$ cat src/rtl/mux_scan_sequencer.sv
// Steps the mux select through all N channels, holding each for SETTLE+1 cycles and sampling on the last; word valid N*(SETTLE+1) cycles after start.
// A finished word is held with s parked at N-1 until valid&&ready; continuous mode restarts the scan right after the transfer.
module mux_scan_sequencer #(
  parameter int SEL_W  = 3,
  parameter int SETTLE = 1
) (
  input  logic                  clk,
  input  logic                  reset,
  input  logic                  start,
  input  logic                  continuous,
  output logic [SEL_W-1:0]      s,
  input  logic                  mux_out,
  output logic [2**SEL_W-1:0]   data,
  output logic                  valid,
  input  logic                  ready,
  output logic                  busy
);

  localparam int N = 2**SEL_W;
  localparam logic [3:0]       SETTLE_LAST = 4'((SETTLE > 0) ? SETTLE - 1 : 0);
  localparam logic [SEL_W-1:0] LAST_CH     = SEL_W'(N - 1);

  typedef enum logic [1:0] {
    ST_IDLE,
    ST_SETTLE,
    ST_SAMPLE,
    ST_DONE
  } state_t;

  // Every channel window opens here; with no settle time the window is just the sample cycle.
  localparam state_t ST_WINDOW = (SETTLE == 0) ? ST_SAMPLE : ST_SETTLE;

  state_t           state, state_nxt;
  logic [3:0]       cnt, cnt_nxt;
  logic [SEL_W-1:0] s_nxt;
  logic [N-1:0]     shadow, shadow_nxt;
  logic [N-1:0]     data_nxt;

  always_comb begin
    state_nxt  = state;
    cnt_nxt    = cnt;
    s_nxt      = s;
    shadow_nxt = shadow;
    data_nxt   = data;
    case (state)
      ST_IDLE: begin
        if (start) begin
          state_nxt = ST_WINDOW;
          s_nxt     = '0;
          cnt_nxt   = '0;
        end
      end
      ST_SETTLE: begin
        if (cnt == SETTLE_LAST) begin
          state_nxt = ST_SAMPLE;
          cnt_nxt   = '0;
        end else begin
          cnt_nxt = cnt + 4'd1;
        end
      end
      ST_SAMPLE: begin
        shadow_nxt[s] = mux_out;
        // The last channel's bit goes straight into the published word alongside the rest.
        if (s == LAST_CH) begin
          data_nxt  = shadow_nxt;
          state_nxt = ST_DONE;
        end else begin
          s_nxt     = s + 1'b1;
          state_nxt = ST_WINDOW;
        end
      end
      ST_DONE: begin
        if (valid && ready) begin
          s_nxt     = '0;
          cnt_nxt   = '0;
          state_nxt = continuous ? ST_WINDOW : ST_IDLE;
        end
      end
      default: begin
        state_nxt = ST_IDLE;
      end
    endcase
  end

  always_ff @(posedge clk) begin
    if (reset) begin
      state  <= ST_IDLE;
      cnt    <= '0;
      s      <= '0;
      shadow <= '0;
      data   <= '0;
      valid  <= 1'b0;
      busy   <= 1'b0;
    end else begin
      state  <= state_nxt;
      cnt    <= cnt_nxt;
      s      <= s_nxt;
      shadow <= shadow_nxt;
      data   <= data_nxt;
      valid  <= (state_nxt == ST_DONE);
      busy   <= (state_nxt != ST_IDLE);
    end
  end

endmodule

$ cat config.mk
export PLATFORM = sky130hd
export DESIGN_NAME = mux_scan_sequencer
export DESIGN_NICKNAME = d
export VERILOG_FILES = /design/src/rtl/mux_scan_sequencer.sv
export SDC_FILE = /design/constraint.sdc
export NUM_CORES = 1
export LEC_CHECK = 0
export ABC_AREA = 1
export ABC_CLOCK_PERIOD_IN_PS = 1200
export CORE_MARGIN = 1
export CORE_UTILIZATION = 51
export CTS_BUF_LIST = sky130_fd_sc_hd__clkbuf_2
export DETAILED_ROUTE_END_ITERATION = 8
export GPL_ROUTABILITY_DRIVEN = 0
export PLACE_DENSITY = 0.78
export RECOVER_POWER = 25
export REMOVE_ABC_BUFFERS = 1
export SYNTH_ARGS = -nofsm -noshare
export SYNTH_HDL_FRONTEND = slang
export SYNTH_SLANG_ARGS = --single-unit
$ cat constraint.sdc
create_clock -name clk -period 1.2 [get_ports clk]
set_input_delay 0.24 -clock clk [delete_from_list [all_inputs] [get_ports clk]]
set_output_delay 0.24 -clock clk [all_outputs]
set_load 0.01 [all_outputs]
==> results of run 1 <==
[state kept, by name (all words and copies together) (netlist names)]
register / count
s: 3
valid: 1
data: 8
cnt: 4
state: 2
shadow: 8
busy: 1
[how the worst min path moves through the flow]
stage,to,startpoint,cells past startpoint,slack (ps)
after detailed placement,cnt[3],cnt[3],2,490
final,cnt[3],cnt[3],2,540
after global routing,state[0],start,5,550
after floorplan,cnt[0],reset,1,310
after CTS,cnt[3],cnt[3],2,520
after global placement,cnt[3],cnt[3],2,460
[logic make-up after synthesis]
group                      count (synthesis)  synth area share
DFF                                       27             0.382
AOI/OAI and AO/OA                         28             0.108
and+or+nand+nor                           99             0.324
buffers and inverters                     47             0.151
adders and majority gates                  4            0.0354
[repair_timing]
item / CTS / global route
setup buffers: 5 / 10
pin swaps: 9 / 25
gates cloned: 1 / 0
setup endpoints to repair: 35 / 29
resized for setup: 96 / 44
[cell type report]
cell class,instances,area (um^2)
Timing Repair Buffer,47,442
Clock buffer,4,20.0
Sequential cell,27,564
Inverter,42,185
Fill cell,155,492
Tap cell,30,37.5
Multi-Input combinational cell,131,805
[through the flow]
step / setup slack, ps / total power [uW]
6_report: -269 / 1940
5_1_grt: -353 / 2020
4_1_cts: -201 / 1750
3_5_place_dp: -299 / 1350
3_3_place_gp: -205 / 1330
2_1_floorplan: -212 / 1190
[synthesized netlist by cell type]
master,count,area share
nand2_4,1,0.0080
nand4_1,9,0.040
nand2_2,1,0.0044
o21ai_0,11,0.039
nor2_1,21,0.056
dfxtp_1,27,0.38
buf_6,5,0.040
a21oi_1,9,0.032
o21bai_1,1,0.0053
o21ai_1,3,0.011
nor2_2,1,0.0044
inv_2,4,0.011
nand3_4,1,0.012
nand3_2,1,0.0071
ha_1,4,0.035
o21a_1,4,0.021
nand2_1,39,0.10
nand3_1,25,0.088
inv_1,37,0.098
clkinv_1,1,0.0026
[per-layer routing]
layer  share of wire  vias up  global-route usage
met1            0.38      750               0.321
met3           0.066       20              0.0500
met4           0.037        0              0.0855
met2            0.52       82               0.446
li1                -      740                   -
met5               0        -                   0
[cell usage in the layout, fill, tap and decap left out, types with 9 or more instances in the layout]
cell type  synthesis  routed
buf_6              5      11
nor2_1            21      21
o21ai_1            3      10
buf_2              0      10
dfxtp_1           27      14
dfxtp_2            0      10
nand3_2            1      10
nand4_1            9       9
nand3_1           25      13
nand2_1           39      32
buf_4              0      16
inv_1             37      34
[power by group through the flow]
stage          clock (uW)  sequential, uW  combinational (uW)
5_1_grt               396             979                 643
4_1_cts               361             970                 418
2_1_floorplan           0            1000                 184
3_5_place_dp            0             987                 365
3_3_place_gp            0             985                 348
6_report              367             976                 597
[worst min-delay path, cell delays in order, from the launching register on]
cell and delay [ps]:
dfxtp_1 380, nand2_1 90, a21oi_1 60
==> metrics.cfg, run 1 <==
[run_status]
status=finished, violations left
violations=setup timing

[setup_path]
reg2reg_from=s[1]
critPathLaunch=s[1]
critPathRequiredTime_ps=1510
r2r-end=s[2]
critPathKind=reg2reg
rr_worst_depth=8
path_depth=8
cp-start-kind=register
cp.arrival_ps=1780
path_common_cell=ha_4
crit_buf_inv=2
crit_slowest_cell=dfxtp_2
critical-path-top-delay-family=simple AND/OR/NAND/NOR gates
crit_path_end=s[2]
regToRegSetupSlack_ps=-270
crit_path_max_incr_delay_ps=390
endpoint_kind=register
worstPathCellList=buf_6, ha_4, ha_4, nand3_4, buf_12, nand4_1, nand2_1, nor2_1
crit_fanout=6

[pwr]
leakage_uw=0.00102
sequentialPowerShare=0.503
clkPwrFrac=0.189
power_frac_comb=0.308
net-switching-power_uw=642
netSwitchingFraction=0.331
power_per_cell_area_nw_per_um2=945
max-vdd-ir-drop_mv=0.960
intPower_uw=1300

[floorplanning]
ioPinCount=19
initial_core_util=0.556
num_rows=18
die_y_um=54.7
die_area_um2=2990
fp.dieW_um=54.7
core-area_um2=2540

[timing]
worstMarginPinSlew_ps=413
setup_violations=24
worst_slack_ps=-269
final.setup.tns_ps=-3280
whs_ps=536
clock_skew_ps=3.35
fmax_mhz=681
post-route-period-util=1.22
min_period_ps=1470
grt_setup_unrepaired=true
slew_headroom=0.724
hold_viol=0
drv_slew=0

[clock_network]
clk_pin_slew_ps=250
clk_path_buf_depth=2
hold_buffers=0
clk_latency_ps=380
cts_buffers=3
htree_levels=1
root_buffer=clkbuf_2
numClockSinks=27
cts_tree=built

[global_routing]
grt_start_max_net_pins=18
grt_pass1_wl_um=5530
grt_pass1_vias=1341
grt_overflow_total=0
antenna_found_initial=0
grt_use_total=0.260

[route]
dr.pass1.iters=5
viasPerCell=5.67
drt-initial-drc-count=52
drc=0
vias=1592
routedWlPerCell_um=16.0
final_antenna_net_count=0
drt-total-wl_um=4490

[placed_design]
placedInstanceArea_um2=1710
portBuffers=18
hpwl_um=2290
dpl.cell_count=262

[cells_and_area]
fin_cells=281
area_delta_synth_final_pct=45.1
post-route-util=0.807
stdcell_area_um2=2050
antenna_cells=0
drive_above_1_share=0.386
fin_nets=262

[hold_path]
hp-class=reg2reg

[synth]
synth_area_um2=1420
yosys_register_bits=27
synth_cell_types=20
ys_seq_area_frac=0.382
synth.avg_cell_area_um2=6.90
syn_inst=205
ys_warn_count=0

[run]
drv_cap=0

Power figures use the tool's default switching activity.
==> run 2, diff against run 1 <==
--- a/config.mk
+++ b/config.mk
@@ -6,13 +6,13 @@
 export NUM_CORES = 1
 export LEC_CHECK = 0
 export ABC_AREA = 1
-export ABC_CLOCK_PERIOD_IN_PS = 1200
+export ABC_CLOCK_PERIOD_IN_PS = 1900
 export CORE_MARGIN = 1
-export CORE_UTILIZATION = 51
+export CORE_UTILIZATION = 55
 export CTS_BUF_LIST = sky130_fd_sc_hd__clkbuf_2
 export DETAILED_ROUTE_END_ITERATION = 8
 export GPL_ROUTABILITY_DRIVEN = 0
-export PLACE_DENSITY = 0.78
+export PLACE_DENSITY = 0.8
 export RECOVER_POWER = 25
 export REMOVE_ABC_BUFFERS = 1
 export SYNTH_ARGS = -nofsm -noshare
==> constraint.sdc (replaced) <==
create_clock -name clk -period 1.9 [get_ports clk]
set_input_delay 0.38 -clock clk [delete_from_list [all_inputs] [get_ports clk]]
set_output_delay 0.38 -clock clk [all_outputs]
set_load 0.01 [all_outputs]
==> metrics.cfg, run 2 (synthesis results as in run 1) <==
[run_status]
status=complete, no violations

[pwr]
power_per_cell_area_nw_per_um2=644
leakage_uw=0.000792
max-vdd-ir-drop_mv=0.450

[clock_network]
hold_buffers=0
post_cts_buffers=0
clk_latency_ps=350
cts_tree=built
root_buffer=clkbuf_2
cts_resized=0
clk_path_buf_depth=2
htree_levels=1
clk_pin_slew_ps=240
numClockSinks=27
cts_buffers=3

[cells_and_area]
reg_top3=data (8), shadow (8), cnt (4)
layout_commonest_cell=nand2_1
stdcell_area_um2=1600
drive_above_1_share=0.0673
antenna_cells=0
fin_nets=234
final_cell_mix=nand2_1 (40), inv_1 (38), nand3_1 (25)
area_delta_synth_final_pct=13.1

[timing]
fmax_mhz=564
min_period_ps=1770
post-route-period-util=0.934
slew_headroom=0.739
clock_skew_ps=4.22
final.setup.tns_ps=0
hold_viol=0
setup_violations=0
grt_setup_unrepaired=false
worstMarginPinSlew_ps=391
drv_slew=0

[setup_path]
cp-start-kind=register
critical-path-top-delay-family=buffers and inverters
critPathKind=reg2out
cp.arrival_ps=1390
path_depth=1
crit_slowest_cell=clkdlybuf4s50_1
crit_buf_inv=1
crit_path_max_incr_delay_ps=570
rr_worst_depth=6
worstPathCellList=clkdlybuf4s50_1
endpoint_kind=output port
critPathRequiredTime_ps=1520
crit_fanout=8

[route]
drc=0
routedWlPerCell_um=11.5
vias=1330
drt-initial-drc-count=31
final_antenna_net_count=0
dr.pass1.iters=5
viasPerCell=5.26
drt-total-wl_um=2910

[global_routing]
grt_pass1_vias=1208
grt_use_total=0.243
grt_overflow_total=0
grt_pass1_wl_um=5000
grt_start_max_net_pins=18
antenna_found_initial=0

[run]
drv_cap=0

[placed_design]
placedInstanceArea_um2=1580
portBuffers=18
hpwl_um=2170

[hold_path]
hp-class=reg2reg
whs_path_depth=2

[floorplanning]
die_y_um=52.7
initial_core_util=0.576
die_area_um2=2780
num_rows=18
ioPinCount=19
fp.dieW_um=52.7
core-area_um2=2450

run 2: cell count changes in the layout (fill, tap and decap cells not counted), moves of 7 or more:
cell and change:
buf_2 -10, clkdlybuf4s50_1 +13, o21ai_1 -7, nand3_2 -9, o21ai_0 +10, nand2_1 +8
dfxtp_2 -7, buf_6 -11, nand3_1 +12, nand2_2 -7, dfxtp_1 +10, buf_4 -15
run 2: path summary, 6_finish.rpt:
kind	startpoint	end	slack (ps)
worst max register to register	state[1]	shadow[6]	340
worst min-delay path	cnt[3]	cnt[3]	510
worst max-delay path	s[2]	s[2]	130
worst min register to register	cnt[3]	cnt[3]	510
run 2: layout make-up:
type                    count  area, um^2
fillers                   230         855
multi-input cells         131         653
flip-flops and latches     27         544
repair buffers             19         188
inverters                  42         158
well taps                  30        37.5
clock buffers               4        20.0
run 2: metal layers:
layer | wire (um) | track usage | vias up
met1 | 1320 | 0.290 | 606
met4 | 52 | 0.0877 | 0
met3 | 113 | 0.0435 | 9
met5 | 0 | 0 | -
li1 | - | - | 683
met2 | 1420 | 0.426 | 32
run 2: worst min-delay path, cell delays in order (launching register included):
cell and delay [ps]:
dfxtp_1 380, nand2_1 70, a21oi_1 50
run 2: report_power, final:
part / leakage [uW] / internal (uW) / switching (uW)
logic: 0.000555 / 73.9 / 113
clock network: 0.0000166 / 55.6 / 163
registers: 0.000220 / 595 / 30.1
run 2: metrics by stage:
step                      worst slack [ps]  std cells  utilization  power [uW]  hold WS (ps)
after floorplan                        488        200            -         749           448
after global placement                 361        249        0.645         810           465
after detailed placement               312        249        0.645         820           490
after CTS                             4.24        253        0.653        1030           513
after global routing                  23.1        253        0.652        1090           556
final                                  126        253        0.652        1030           509
==> run 3, diff against run 2 <==
--- a/config.mk
+++ b/config.mk
@@ -7,11 +7,13 @@
 export LEC_CHECK = 0
 export ABC_AREA = 1
 export ABC_CLOCK_PERIOD_IN_PS = 1900
+export CAP_MARGIN = 20
 export CORE_MARGIN = 1
 export CORE_UTILIZATION = 55
 export CTS_BUF_LIST = sky130_fd_sc_hd__clkbuf_2
 export DETAILED_ROUTE_END_ITERATION = 8
 export GPL_ROUTABILITY_DRIVEN = 0
+export GPL_TIMING_DRIVEN = 0
 export PLACE_DENSITY = 0.8
 export RECOVER_POWER = 25
 export REMOVE_ABC_BUFFERS = 1
==> metrics.cfg, run 3 (synthesis results as in run 1) <==
[global_routing]
antenna_found_initial=0
grt_use_total=0.238
grt_start_max_net_pins=19
grt_pass1_vias=1202
grt_overflow_total=0
grt_pass1_wl_um=4820

[setup_path]
crit_path_max_incr_delay_ps=570
critical-path-top-delay-family=buffers and inverters
critPathLaunch=s[0]
cp.arrival_ps=1410
endpoint_kind=output port
worstPathCellList=clkdlybuf4s50_1
cp-start-kind=register
critPathRequiredTime_ps=1520
crit_fanout=8
reg2reg_from=state[1]
critPathKind=reg2out
crit_buf_inv=1
crit_slowest_cell=clkdlybuf4s50_1

[route]
routedWlPerCell_um=11.7
drt-initial-drc-count=42
final_antenna_net_count=0
dr.pass1.iters=4
viasPerCell=5.23
drc=0
drt-total-wl_um=2950
vias=1319

[timing]
post-route-period-util=0.944
worstMarginPinSlew_ps=675
whs_ps=507
slew_headroom=0.548
hold_viol=0
final.setup.tns_ps=0
worst_slack_ps=106
min_period_ps=1790
fmax_mhz=557
setup_violations=0
clock_skew_ps=10.1
grt_setup_unrepaired=false
drv_slew=0

[floorplanning]
num_rows=18
ioPinCount=19
fp.dieW_um=52.7
core-area_um2=2450
initial_core_util=0.576
die_y_um=52.7
die_area_um2=2780

[clock_network]
clk_latency_ps=370
cts_tree=built
clk_pin_slew_ps=250
numClockSinks=27
htree_levels=1
hold_buffers=0
post_cts_buffers=0
clk_path_buf_depth=2
root_buffer=clkbuf_2
cts_buffers=3

[hold_path]
hp-start=cnt[3]
hp-class=reg2reg

[cells_and_area]
multiInputGateArea_um2=653
antenna_cells=0
final_cell_mix=nand2_1 (40), inv_1 (38), nand3_1 (25)
reg_top3=data (8), shadow (8), cnt (4)
layout_commonest_cell=nand2_1
fillCellCount=239
fin_cells=252
regArea_um2=544
area_delta_synth_final_pct=12.6
drive_above_1_share=0.0631
fin_nets=233

[placed_design]
hpwl_um=2130
dpl.cell_count=248
portBuffers=18
dpl_worst_slack_ps=-267

[run_status]
status=complete, no violations

[pwr]
leakage_uw=0.000787
power_per_cell_area_nw_per_um2=650
max-vdd-ir-drop_mv=0.426
power_uw=1040

[run]
drv_cap=0

-- run 3: changes by cell type in the layout (fill, tap and decap cells not counted) --
cell / previous run / this run
buf_4: 1 / 0
-- run 3: repair_timing --
item | CTS | global route
setup endpoints to repair | 1 | 2
gates resized for setup | 1 | 2
cloned | 0 | 0
-- run 3: power by group --
| part | switching (uW) | internal, uW |
|---|---|---|
| sequential | 30.5 | 595 |
| clock | 171 | 55.5 |
| combinational | 111 | 72.6 |
| total | 312 | 723 |
-- run 3: metal layers --
| layer | wire length [um] | global-route usage |
|---|---|---|
| met4 | 65 | 0.140 |
| met3 | 142 | 0.0406 |
| met2 | 1480 | 0.416 |
| met5 | 0 | 0 |
| met1 | 1260 | 0.265 |
-- run 3: layout make-up --
class	instances	area share
Tap cell	30	0.0236
Multi-Input combinational cell	131	0.410
Clock buffer	4	0.0126
Inverter	42	0.0990
Sequential cell	27	0.342
Timing Repair Buffer	18	0.113
-- run 3: final timing paths --
check                           cells past startpoint  slack [ps]        end
worst max-delay path                                1         110       s[0]
worst min-delay path                                2         510     cnt[3]
worst max register to register                      6         270  shadow[6]
worst min register to register                      2         510     cnt[3]
-- run 3: through the flow --
stage,util,instance area [um^2]
after floorplan,-,1360
after global placement,0.642,1580
after detailed placement,0.642,1580
after CTS,0.651,1600
after global routing,0.649,1590
final,0.649,1590
